===== config.mk =====
export PLATFORM = sky130hd
export DESIGN_NAME = digit_scan_ctrl_flat
export DESIGN_NICKNAME = d
export VERILOG_FILES = /design/src/rtl/disp_pkg.sv /design/src/rtl/digit_scan_ctrl_if.sv /design/src/rtl/digit_scan_ctrl_scan_timer.sv /design/src/rtl/digit_scan_ctrl.sv /design/src/flat_wrapper.sv
export SDC_FILE = /design/constraint.sdc
export NUM_CORES = 1
export LEC_CHECK = 0
export CORE_UTILIZATION = 50
export DETAILED_ROUTE_END_ITERATION = 10
export PLACE_DENSITY = 0.73
export SETUP_SLACK_MARGIN = 0.4
export SYNTH_ARGS = -nofsm -noshare
export SYNTH_HDL_FRONTEND = slang
export SYNTH_HIERARCHICAL = 1
export SYNTH_SLANG_ARGS = --single-unit

===== constraint.sdc =====
create_clock -name CLK -period 2.73 [get_ports CLK]
set_clock_uncertainty 0.2 [all_clocks]
set_input_delay 0.546 -clock CLK [delete_from_list [all_inputs] [get_ports CLK]]
set_output_delay 0.546 -clock CLK [all_outputs]
set_load 0.05 [all_outputs]

===== src/rtl/disp_pkg.sv =====
// Shared types and width helpers for the multiplexed digit scanner.
package disp_pkg;

  typedef enum logic {S_BLANK = 1'b0, S_ON = 1'b1} state_e;

  function automatic int clog2(input int v);
    int r;
    r = 0;
    for (int i = 0; i < 31; i++)
      if ((1 << i) < v) r = i + 1;
    return r;
  endfunction

  // Register width for a range of v values; never zero so vectors stay legal.
  function automatic int wbits(input int v);
    return (clog2(v) < 1) ? 1 : clog2(v);
  endfunction

endpackage


===== src/rtl/digit_scan_ctrl_if.sv =====
// Datapath-facing load port and display-driver outputs of the digit scanner.
interface digit_scan_ctrl_if #(
  parameter int NDIG = 4,
  parameter int DW   = 4
);
  import disp_pkg::*;
  localparam int IW = wbits(NDIG);

  logic                 LOAD;
  logic [NDIG*DW-1:0]   DATA_IN;
  logic [NDIG-1:0]      DIG_EN;
  logic [DW-1:0]        DIG_VAL;
  logic [IW-1:0]        DIG_IDX;
  logic                 PENDING;
  logic                 FRAME_TICK;

  modport master (
    output LOAD, DATA_IN,
    input  DIG_EN, DIG_VAL, DIG_IDX, PENDING, FRAME_TICK
  );

  modport slave (
    input  LOAD, DATA_IN,
    output DIG_EN, DIG_VAL, DIG_IDX, PENDING, FRAME_TICK
  );

endinterface


===== src/rtl/digit_scan_ctrl_scan_timer.sv =====
// Phase counter: counts up to a state-dependent limit, pulses tc and restarts at 0.
module scan_timer #(
  parameter int CW = 1
) (
  input  logic          clk,
  input  logic          rst,
  input  logic [CW-1:0] lim_i,
  output logic          tc_o
);

  logic [CW-1:0] cnt_q, cnt_d;

  // The FSM changes state exactly on tc, so wrapping here doubles as the reload.
  assign tc_o  = (cnt_q == lim_i);
  assign cnt_d = tc_o ? '0 : cnt_q + 1'b1;

  always_ff @(posedge clk or posedge rst) begin
    if (rst) cnt_q <= '0;
    else     cnt_q <= cnt_d;
  end

endmodule


===== src/rtl/digit_scan_ctrl.sv =====
// N-digit time-multiplexed display scanner with dwell/blank timing and a
// double-buffered value word committed only at frame boundaries.
module digit_scan_ctrl
  import disp_pkg::*;
#(
  parameter int NDIG  = 4,
  parameter int DW    = 4,
  parameter int DWELL = 50000,
  parameter int BLANK = 16
) (
  input  logic             CLK,
  input  logic             RST,
  digit_scan_ctrl_if.slave bus
);

  localparam int IW   = wbits(NDIG);
  localparam int MAXC = (DWELL > BLANK) ? DWELL : ((BLANK > 1) ? BLANK : 1);
  localparam int CW   = wbits(MAXC);
  localparam logic [CW-1:0] ON_LIM = CW'(DWELL - 1);
  // With no gap the blank limit is 0, so the reset cycle falls straight into S_ON.
  localparam logic [CW-1:0] BL_LIM = CW'((BLANK == 0) ? 0 : BLANK - 1);
  localparam logic [IW-1:0] LAST   = IW'(NDIG - 1);

  state_e             state_q;
  logic [IW-1:0]      idx_q, idx_nxt;
  logic [NDIG*DW-1:0] active_q, active_d, shadow_q;
  logic               pending_q, tick_q;
  logic [NDIG-1:0]    en_q;
  logic [DW-1:0]      val_q;
  logic [CW-1:0]      lim;
  logic               tc, frame_end, commit;

  function automatic logic [NDIG-1:0] onehot(input logic [IW-1:0] i);
    logic [NDIG-1:0] r;
    r    = '0;
    r[i] = 1'b1;
    return r;
  endfunction

  assign lim = (state_q == S_ON) ? ON_LIM : BL_LIM;

  scan_timer #(.CW(CW)) u_timer (
    .clk   (CLK),
    .rst   (RST),
    .lim_i (lim),
    .tc_o  (tc)
  );

  // Explicit wrap: NDIG need not be a power of two.
  assign idx_nxt   = (idx_q == LAST) ? '0 : idx_q + 1'b1;
  assign frame_end = (state_q == S_ON) && tc && (idx_q == LAST);
  assign commit    = frame_end && pending_q;

  // A LOAD landing on the commit edge bypasses the shadow; newest data wins.
  always_comb begin
    active_d = active_q;
    if (commit) active_d = bus.LOAD ? bus.DATA_IN : shadow_q;
  end

  always_ff @(posedge CLK or posedge RST) begin
    if (RST) begin
      state_q   <= S_BLANK;
      idx_q     <= '0;
      en_q      <= '0;
      val_q     <= '0;
      active_q  <= '0;
      shadow_q  <= '0;
      pending_q <= 1'b0;
      tick_q    <= 1'b0;
    end else begin
      tick_q   <= frame_end;
      active_q <= active_d;
      if (bus.LOAD) begin
        shadow_q  <= bus.DATA_IN;
        pending_q <= 1'b1;
      end
      if (commit) pending_q <= 1'b0;

      unique case (state_q)
        S_BLANK: begin
          if (tc) begin
            state_q <= S_ON;
            en_q    <= onehot(idx_q);
            val_q   <= active_q[int'(idx_q)*DW +: DW];
          end
        end
        S_ON: begin
          if (tc) begin
            idx_q <= idx_nxt;
            if (BLANK == 0) begin
              // Back-to-back digits: read the post-commit word so digit 0 is fresh.
              en_q  <= onehot(idx_nxt);
              val_q <= active_d[int'(idx_nxt)*DW +: DW];
            end else begin
              state_q <= S_BLANK;
              en_q    <= '0;
              val_q   <= '0;
            end
          end
        end
        default: state_q <= S_BLANK;
      endcase
    end
  end

  assign bus.DIG_EN     = en_q;
  assign bus.DIG_VAL    = val_q;
  assign bus.DIG_IDX    = idx_q;
  assign bus.PENDING    = pending_q;
  assign bus.FRAME_TICK = tick_q;

endmodule


===== src/flat_wrapper.sv =====
// flat-port wrapper written by rule: the top's interface ports become plain ports
module digit_scan_ctrl_flat import disp_pkg::*;
#(
  parameter int NDIG  = 4,
  parameter int DW    = 4,
  parameter int DWELL = 50000,
  parameter int BLANK = 16
)
  (CLK, RST, bus_LOAD, bus_DATA_IN, bus_DIG_EN, bus_DIG_VAL, bus_DIG_IDX, bus_PENDING, bus_FRAME_TICK);
  digit_scan_ctrl_if #(.NDIG(NDIG), .DW(DW)) bus_i ();
  input  logic CLK;
  input  logic RST;
  input wire logic [$bits(bus_i.LOAD)-1:0] bus_LOAD;
  input wire logic [$bits(bus_i.DATA_IN)-1:0] bus_DATA_IN;
  output wire logic [$bits(bus_i.DIG_EN)-1:0] bus_DIG_EN;
  output wire logic [$bits(bus_i.DIG_VAL)-1:0] bus_DIG_VAL;
  output wire logic [$bits(bus_i.DIG_IDX)-1:0] bus_DIG_IDX;
  output wire logic [$bits(bus_i.PENDING)-1:0] bus_PENDING;
  output wire logic [$bits(bus_i.FRAME_TICK)-1:0] bus_FRAME_TICK;
  assign bus_i.LOAD = bus_LOAD;
  assign bus_i.DATA_IN = bus_DATA_IN;
  assign bus_DIG_EN = bus_i.DIG_EN;
  assign bus_DIG_VAL = bus_i.DIG_VAL;
  assign bus_DIG_IDX = bus_i.DIG_IDX;
  assign bus_PENDING = bus_i.PENDING;
  assign bus_FRAME_TICK = bus_i.FRAME_TICK;
  digit_scan_ctrl #(.NDIG(NDIG), .DW(DW), .DWELL(DWELL), .BLANK(BLANK)) u_core (.CLK(CLK), .RST(RST), .bus(bus_i));
endmodule

==> flow_metrics.py <==
metrics = {
    "grt": {
        "grt_use_met3": 0.0535,
        "grt_overflow": 0,
        "grt_first_pass_wirelength_um": 8940,
        "grt_max_degree": 46,
        "grt.busiest_layer": "met2",
        "use_met2": 0.295,
        "grt_usage": 0.196,
        "antenna_found_initial": 0,
        "met1_usage": 0.263,
        "grt_pass1_vias": 1808,
    },
    "final_layout": {
        "nFillCells": 415,
        "final_nets": 309,
        "syn_to_final_growth_pct": 28.0,
        "mostFrequentLayoutCell": "dfrtp_1",
        "layout_common_cells": "58 x dfrtp_1, 28 x clkdlybuf4s50_1, 21 x mux2_4, 21 x xnor2_1, 18 x nor2_1",
        "antenna_cells": 0,
        "design_area_um2": 3750,
        "drive_above_1_share": 0.301,
    },
    "pwr": {
        "total_power_mw": 2.19,
        "p_per_area_nw_per_um2": 583,
        "ir_worst_vdd_mv": 0.366,
        "power_leakage_nw": 1.66,
    },
    "sta": {
        "setup_tns_ns": 0,
        "finalHoldViolCount": 0,
        "rsz0062_at_grt": "yes",
        "worst_slack_ns": 0.368,
        "slew_headroom": 0.592,
        "setup_viol": 0,
        "fin_crit_ns": 2.36,
        "worstMarginPinSlew_ns": 0.612,
        "slew_violations": 0,
        "whs_ns": 0.294,
        "period_share": 0.865,
        "clock.fmax_mhz": 423,
    },
    "die": {
        "start_util": 0.526,
        "io-pin-count": 31,
        "rows": 27,
        "core-area_um2": 5570,
        "fp.dieH_um": 78.6,
        "die_area_um2": 6170,
        "die_x_um": 78.6,
    },
    "drt": {
        "wire_per_inst_um": 14.9,
        "drt-vias-per-instance": 5.03,
        "drc": 0,
        "ant_nets": 0,
        "drt-pass1-iter-count": 4,
        "drt_wl_total_um": 5340,
        "dr_total_vias": 1802,
        "first_iter_violations": 65,
    },
    "worst_setup_path": {
        "required_ns": 2.75,
        "r2r_start": "u_core/state_q",
        "cp_cell_sequence": "xnor2_2 -> nand4_1 -> nor4_4 -> buf_4 -> ha_4 -> and3_4 -> clkbuf_16 -> mux2_4",
        "critical-path-max-stage-delay_ns": 0.52,
        "cp_slowest_cell": "dfrtp_2",
        "crit_path_max_fanout": 7,
        "path_class": "flip-flop to flip-flop",
        "cp-end-kind": "flip-flop",
        "crit_start": "u_core/state_q",
        "start_kind": "flip-flop",
        "arrival_ns": 2.39,
    },
    "clocking": {
        "cts.sinks": 61,
        "ctsRootBufferMaster": "clkbuf_8",
        "cts_buffers": 9,
        "clk_pin_slew_ns": 0.07,
        "clockBufferDepth": 2,
        "cts-hold-fix-buffers": 0,
        "cts_tree": "yes",
        "cts_htree_levels": 3,
        "clock_latency_ns": 0.34,
    },
    "synthesis": {
        "ys.flop_type": "dfrtp_1",
        "syn_inst": 226,
        "synth_area_um2": 2930,
        "yosysSeqAreaShare": 0.521,
        "yosysWarnings": 6,
        "ys_async_sr_fraction": 1.00,
        "synth_top_area_frac": 0.521,
        "ys_seq_elements": 61,
        "synth_enable_flop_cells": 0,
        "synth_cell_types": 31,
        "synth.avg_cell_area_um2": 13.0,
        "synth_top_cell_by_area": "dfrtp_1",
        "synth_area_leaders": "dfrtp_1 52%, mux2_4 9.2%, xnor2_1 7.8%",
    },
    "placement": {
        "dpl_cell_area_um2": 3370,
        "gp_congestion": 0.763,
        "pre_cts_slack_ns": 0.172,
        "hpwl_um": 3510,
        "port_buffers": 30,
    },
    "flow_run": {
        "maxCapViolCount": 0,
    },
    "worst_hold_path": {
        "hp-class": "flip-flop to flip-flop",
        "hp-start": "u_core/shadow_q[8]",
    },
    "run_status": {
        "status": "completed",
    },
}
-- critical path: cells and delay by family, from the launching register on --
family                     cells  cell delay, ns
buffers and inverters          2            0.33
and+or+nand+nor                3            0.65
adders and majority gates      1            0.12
DFF                            1            0.52
muxes                          1            0.29
xor gates and xnor gates       1            0.14
-- layout make-up --
| class | instances | area, µm² | area share |
|---|---|---|---|
| Sequential cell | 61 | 1530 | 0.408 |
| Inverter | 8 | 32.5 | 0.00867 |
| Timing Repair Buffer | 47 | 475 | 0.127 |
| Tap cell | 72 | 90.1 | 0.0240 |
| Clock buffer | 11 | 141 | 0.0377 |
| Clock inverter | 4 | 72.6 | 0.0193 |
| Multi-Input combinational cell | 155 | 1410 | 0.376 |
-- kinds of logic (layout without fill, tap and decap cells) --
kind of cell / after synthesis / count (layout) / share of synthesized area
XOR/XNOR: 30 / 30 / 0.0896
AND/OR/NAND/NOR: 56 / 56 / 0.103
adder cells (fa/ha/maj): 8 / 8 / 0.0341
AO/OA/AOI/OAI: 14 / 14 / 0.0290
other: 2 / 11 / 0.00256
multiplexers: 36 / 36 / 0.177
flip-flops: 61 / 61 / 0.521
buffers and inverters: 19 / 70 / 0.0444
-- worst paths after layout --
path / endpoint / slack (ns) / cells past startpoint
min in group asynchronous: u_core/active_q[0] / 0.36 / 3
worst max-delay path: u_core/active_q[6] / 0.37 / 8
worst min-delay path: u_core/shadow_q[8] / 0.29 / 1
worst max register to register: u_core/active_q[6] / 0.37 / 8
worst min register to register: u_core/shadow_q[8] / 0.29 / 1
max in group asynchronous: u_core/u_timer/cnt_q[3] / 1.49 / 2
-- state kept, by name, indices dropped and copies added (netlist names) --
signal and cells:
u_core/bus.DIG_IDX 2, u_core/state_q 1, u_core/active_q 16, u_core/bus.PENDING 1, u_core/bus.DIG_VAL 4, u_core/bus.FRAME_TICK 1
u_core/u_timer/cnt_q 16, u_core/shadow_q 16, u_core/bus.DIG_EN 4
-- power by group --
group / switching, mW / total (mW) / internal [mW]
Sequential: 0.0720 / 1.04 / 0.973
Clock: 0.346 / 0.878 / 0.532
Combinational: 0.125 / 0.265 / 0.140
Total: 0.543 / 2.19 / 1.65
-- Yosys cell counts, types with 2 or more instances --
library cell,instances
ha_1,8
nand2_1,5
xor2_1,4
a22o_1,4
nor2_1,18
nand3_1,4
conb_1,2
xnor2_1,26
nand4_1,9
mux4_2,4
mux2_2,13
o21ai_0,10
buf_2,3
nor4_1,4
nand2b_1,4
buf_6,5
nor3_1,5
dfrtp_1,61
inv_1,8
mux2_4,18
-- per-layer routing --
| metal | routed length (µm) | vias up |
|---|---|---|
| met5 | 0 | - |
| met4 | 91 | 0 |
| met3 | 186 | 10 |
| met2 | 2560 | 33 |
| met1 | 2500 | 886 |
| li1 | - | 873 |
-- repair_timing --
item,CTS,global route
cloned,0,1
buffers inserted,8,2
gates resized for setup,5,13
endpoints found under the setup margin,25,23
pin swaps,2,11
-- per-stage QoR --
stage,util,std cells
detailed placement,0.604,332
floorplan,-,235
CTS,0.658,355
finish,0.673,358
global route,0.673,358
global placement,0.604,332
(Power assumes the default switching activity.)
